[src/rtl/switches_debounce_ctrl.sv]
// switches_debounce_ctrl: synchronised, debounced switch bank with edge capture,
// interrupt mask and a four-register read/write interface.
module switches_debounce_ctrl #(
    parameter int WIDTH           = 32,
    parameter int DEBOUNCE_CYCLES = 50000,
    parameter int EDGE_MODE       = 2
) (
    input  logic             iClk,
    input  logic             iReset,
    input  logic             iChip_select_n,
    input  logic             iRead_n,
    input  logic             iWrite_n,
    input  logic [1:0]       iAddress,
    input  logic [31:0]      iWrite_data,
    input  logic [WIDTH-1:0] iSwitches_data,
    output logic [31:0]      oRead_data,
    output logic             oIrq
);
    localparam int CW = $clog2(DEBOUNCE_CYCLES + 1);
    localparam logic [CW-1:0] CNT_LAST = CW'(DEBOUNCE_CYCLES - 1);
    logic [WIDTH-1:0] r_sync1, r_sync2, r_stable, r_edge, r_mask;
    logic [CW-1:0]    r_cnt [WIDTH];
    logic [WIDTH-1:0] w_done, w_rise, w_fall, w_set, w_clr;
    logic             w_rd, w_wr, w_unused;
    logic [31:0]      w_rdata;
    // w_done marks bits whose new level has persisted long enough to commit this edge
    always_comb begin
        w_done = '0;
        for (int i = 0; i < WIDTH; i++)
            w_done[i] = (r_sync2[i] != r_stable[i]) && (r_cnt[i] == CNT_LAST);
    end
    assign w_rise   = w_done & r_sync2;
    assign w_fall   = w_done & ~r_sync2;
    assign w_set    = (EDGE_MODE == 0) ? w_rise : (EDGE_MODE == 1) ? w_fall : (w_rise | w_fall);
    assign w_rd     = ~iChip_select_n & ~iRead_n;
    assign w_wr     = ~iChip_select_n & ~iWrite_n & iRead_n;
    assign w_clr    = (w_wr && iAddress == 2'd1) ? iWrite_data[WIDTH-1:0] : '0;
    assign w_rdata  = (iAddress == 2'd0) ? 32'(r_stable) :
                      (iAddress == 2'd1) ? 32'(r_edge)   :
                      (iAddress == 2'd2) ? 32'(r_mask)   : 32'd0;
    assign oIrq     = |(r_edge & r_mask);
    assign w_unused = ^iWrite_data;
    always_ff @(posedge iClk or posedge iReset) begin
        if (iReset) begin
            r_sync1    <= '0;
            r_sync2    <= '0;
            r_stable   <= '0;
            r_edge     <= '0;
            r_mask     <= '0;
            oRead_data <= '0;
            for (int i = 0; i < WIDTH; i++) r_cnt[i] <= '0;
        end else begin
            r_sync1  <= iSwitches_data;
            r_sync2  <= r_sync1;
            r_stable <= r_stable ^ w_done;
            for (int i = 0; i < WIDTH; i++)
                r_cnt[i] <= (r_sync2[i] == r_stable[i] || w_done[i]) ? '0 : r_cnt[i] + 1'b1;
            // a set in the same cycle as a clear wins
            r_edge   <= (r_edge & ~w_clr) | w_set;
            if (w_wr && iAddress == 2'd2) r_mask <= iWrite_data[WIDTH-1:0];
            if (w_rd) oRead_data <= w_rdata;
        end
    end
endmodule

[config.mk]
export PLATFORM = sky130hd
export DESIGN_NAME = switches_debounce_ctrl
export DESIGN_NICKNAME = d
export VERILOG_FILES = /design/src/rtl/switches_debounce_ctrl.sv
export SDC_FILE = /design/constraint.sdc
export NUM_CORES = 2
export LEC_CHECK = 0
export CAP_MARGIN = 20
export CORE_MARGIN = 3
export CORE_UTILIZATION = 55
export DETAILED_ROUTE_END_ITERATION = 8
export PLACE_DENSITY = 0.75
export RECOVER_POWER = 100
export SLEW_MARGIN = 20
export SYNTH_ARGS = -nofsm -noshare
export SYNTH_HDL_FRONTEND = slang
export SYNTH_SLANG_ARGS = --single-unit
[constraint.sdc]
create_clock -name iClk -period 22.3 [get_ports iClk]
set_clock_uncertainty 0.05 [all_clocks]
set_input_delay 4.46 -clock iClk [delete_from_list [all_inputs] [get_ports iClk]]
set_output_delay 4.46 -clock iClk [all_outputs]
set_load 0.03 [all_outputs]
# Word-level counts from Yosys, hierarchy flattened
# Index checks and enable logic that the tools add are counted.
[totals] ff_bits=704 inputBits=71 output_inout_bits=33 wordCells=287
[op_classes] addsub=32 n_eq_ne=98 mux=36 bitwise_logic=15 reduce_logical=68
[ops] operator="adder 16 x 1 -> 16 bit (second input constant)" n=32
[ops] operator="equality test 16 bit (second input constant)" n=32
[ops] operator="two-way mux 16 bit" n=32
[ops] operator="AND 32 bit" n=4
[ops] operator="two-way mux 32 bit" n=4
[ops] operator="inverter 32 bit" n=2
[ops] operator="bitwise OR 32 bit" n=2
[ops] operator="logical AND 1 bit" n=34
[ops] operator="equality test 1 bit" n=32
[ops] operator="logical OR 1 bit" n=32
[ops] operator="inequality test 1 bit" n=32
[ops] operator="OR reduction 32 bit" n=1
[ops] operator="bitwise XOR 32 bit" n=1
[ops] operator="AND 1 bit" n=3
[ops] operator="inverter 1 bit" n=3
[ops] operator="equality test 2 x 1 -> 1 bit (second input constant)" n=1
[ops] operator="equality test 2 bit (second input constant)" n=1
[ops] operator="logical NOT 2 bit" n=1

# Logic depth before layout (Yosys ltp)
[logic_depth] depth_word=8 ltp_mapped=7 ltp_nobuf=5

# Worst setup path before layout
# OpenSTA, ideal clock, no wires.
[synth_path] path_type="register -> output" start="reg r_mask[27]" end="out oIrq" t_arrival_ps=1319 required_time_ps=17790 slack_ps=16471 stages_incl_launch_ff=4 path_buffers=0 cell_sequence="dfrtp_1 -> a22oi_1 -> nand4_1 -> or4_1"
[synth_between] elab_chain_len=2
[synth_lines] element="from (decl)" line_no="21" text="logic [WIDTH-1:0] r_sync1, r_sync2, r_stable, r_edge, r_mask;"
[synth_lines] element="from (signal assigned)" line_no="60" text="if (w_wr && iAddress == 2'd2) r_mask <= iWrite_data[WIDTH-1:0];"
[synth_lines] element="AND 32 bit" line_no="41" text="assign oIrq = |(r_edge & r_mask);"
[synth_lines] element="OR reduction 32 bit" line_no="41"
[synth_lines] element="to (decl)" line_no="17" text="output logic oIrq"
# Every way passes these cells.

==> flow_summary.json <==
{
  "status": "finished, violations left",
  "violations": "capacitance limit, slew limit",
  "maxSlewHeadroom": -1.96,
  "grt_pass1_vias": 23200,
  "postSynthCellCount": 3104,
  "grt_first_pass_wirelength_um": 116000,
  "dp_hpwl_um": 45800,
  "drc": 0,
  "fin_crit_ps": 13530,
  "critical_path_class": "in -> async",
  "timing.fmax_ghz": 0.0739,
  "ys_types": 52,
  "synth-edff-count": 0,
  "maxCapViolations": 21,
  "synth-seq-cells": 704,
  "cts_resized": 0,
  "layout.nets": 3320,
  "initial_core_util": 0.559,
  "rows": 88,
  "syn_to_final_growth_pct": 12.7,
  "clk_latency_ps": 620,
  "htreeDepth": 3,
  "rsz0062_at_grt": "no",
  "antenna_found_initial": 4,
  "final_layout_size_suffix_gt1_frac": 0.0577,
  "syn_area_per_cell_um2": 10.5,
  "synth_nets": 3207,
  "wl_met1_um": 30300,
  "clk_path_buf_depth": 3,
  "grt_overflow": 0,
  "cts_root_buf": "clkbuf_16",
  "route.met3.wl_um": 3090,
  "yosysMostFrequentCell": "dfrtp_1",
  "finalCritPeriodShare": 0.607,
  "num_vias": 23200,
  "cp_data_arrival_time_ps": 13440,
  "yosys.area.top_type_share": 0.543,
  "core_mm2": 0.0580,
  "p_leak_nw": 15.2,
  "wl_per_cell_um": 16.9,
  "path_max_fanout": 190,
  "dr.pass1.iters": 5,
  "path_clk_slew_ps": 60,
  "met2_length_um": 33600,
  "routed.top_layer": "met5",
  "hold_buffers": 0,
  "ys_warn_count": 0,
  "netlist.top_cell.by_area": "dfrtp_1",
  "grt_max_degree": 191,
  "track_usage": 0.222,
  "start_kind": "primary input",
  "holdWs_ps": 297,
  "finalSetupViolCount": 0,
  "setup_tns_ps": 0,
  "synth-compound-area-share": 0.0353,
  "tightestPinTransition_ps": 4440,
  "setup_slack_ps": 8770,
  "postCtsSetupRepairBufs": 0,
  "antenna_left": 0,
  "port_buffers": 103,
  "dp_slack_ps": 13040,
  "async_flop_share": 1.00,
  "hold_viol_final": 0,
  "clock-sinks": 704,
  "place_congestion": 0.870,
  "synth_area_mm2": 0.0324,
  "die_x_um": 249,
  "synth_common_cells": "dfrtp_1 (704), nor2_1 (599), xnor2_1 (311)",
  "yosys.area_share.simple": 0.229,
  "synth_fa_ha_area_frac": 0.0123,
  "powerDensity_mw_per_mm2": 77.4,
  "drv_slew": 682,
  "ys_seq_area_frac": 0.543,
  "synth_top_family_by_area": "simple AND/OR/NAND/NOR gates",
  "hold_path.class": "reg -> reg",
  "vias_per_cell": 5.75,
  "worstPathRequired_ps": 22200,
  "synth_area_leaders": "dfrtp_1 (54%), xnor2_1 (8.4%), nor2_1 (6.9%)",
  "drtIter0Drc": 1574,
  "die_area_mm2": 0.0620,
  "finalWirelength_um": 68400,
  "fp.dieH_um": 249,
  "synth_xor_area_frac": 0.127,
  "ios": 104,
  "end_kind": "async pin",
  "cts_buffers": 74,
  "synthFlopType": "dfrtp_1",
  "diodes": 0,
  "peakVddDrop_uv": 76.1,
  "synthMuxAreaShare": 0.0330,
  "cts_tree": "done"
}
## cell type report
cell class                      instances  area [µm²]
Tap cell                              765         957
Clock buffer                          102        2150
Fill cell                            4484       21500
Inverter                               92         347
Sequential cell                       704       17600
Multi-Input combinational cell       2231       13900
Timing Repair Buffer                  114        1100
Clock inverter                         33         447
## critical path, cell delays in order
cell and delay, ps:
dlygate4sd3_1 550, clkinvlp_2 1000, buf_12 680, buf_12 620, clkbuf_1 3180, clkbuf_1 2560
## stage by stage
step | utilization | total power [W] | instance area [µm²] | cells
after floorplan | - | 0.00149 | 32500 | 3104
after global placement | 0.590 | 0.00156 | 34200 | 3904
after detailed placement | 0.590 | 0.00157 | 34200 | 3906
after CTS | 0.635 | 0.00287 | 36800 | 4041
after global routing | 0.630 | 0.00294 | 36600 | 4041
final | 0.630 | 0.00283 | 36600 | 4041
## power breakdown
group	internal, W	switching, W	total [W]
clock network	0.000783	0.000510	0.00129
logic	0.0000631	0.000100	0.000163
registers	0.00133	0.0000465	0.00137
total	0.00217	0.000657	0.00283
## logic make-up (layout without fill, tap and decap cells)
group                    count (synthesis)  count (layout)
AO/OA/AOI/OAI                          147             147
XOR/XNOR                               470             470
adder cells (fa/ha/maj)                 32              32
buffers and inverters                  169             341
flip-flops                             704             704
multiplexers                            98              98
AND/OR/NAND/NOR                       1484            1484
## flip-flops by register name, summed over array words and instances (netlist names), named ones only
name / count
oRead_data: 32
r_sync1: 32
r_edge: 32
r_sync2: 32
r_mask: 32
r_cnt: 512
## routing by layer
layer | up-vias | track usage
met5 | - | 0
met4 | 6 | 0.0564
met3 | 123 | 0.0373
met2 | 483 | 0.373
met1 | 11600 | 0.303
li1 | 11000 | -
## final timing paths
kind,cells after the start,slack [ps],startpoint,endpoint
max,6,8770,iReset,r_cnt[279]$_DFF_PP0_
min,0,300,r_sync1[24]$_DFF_PP0_,r_sync2[24]$_DFF_PP0_
max reg2reg,4,18820,r_cnt[378]$_DFF_PP0_,r_cnt[372]$_DFF_PP0_
min reg2reg,0,300,r_sync1[24]$_DFF_PP0_,r_sync2[24]$_DFF_PP0_
max in group iClk,4,11300,iAddress[1],r_mask[7]$_DFFE_PP0P_
min in group asynchronous,2,4690,iReset,r_cnt[12]$_DFF_PP0_
## placed cells by master (no fill, tap or decap), drive strengths merged, types with 13 or more instances in the layout
| cell | count |
|---|---|
| a21oi | 41 |
| a22o | 13 |
| a22oi | 16 |
| and3 | 48 |
| and4 | 41 |
| clkbuf | 110 |
| clkdlybuf4s50 | 34 |
| clkinv | 16 |
| dfrtp | 704 |
| dlygate4sd3 | 67 |
| ha | 32 |
| inv | 96 |
| mux2 | 66 |
| mux2i | 32 |
| nand2 | 180 |
| nand3 | 160 |
| nand4 | 147 |
| nor2 | 599 |
| nor3 | 76 |
| nor4 | 101 |
| nor4b | 31 |
| nor4bb | 22 |
| o21ai | 37 |
| o2bb2ai | 19 |
| o41ai | 15 |
| or4 | 14 |
| xnor2 | 311 |
| xor2 | 159 |
No activity file was read; power rests on OpenSTA's default activity.
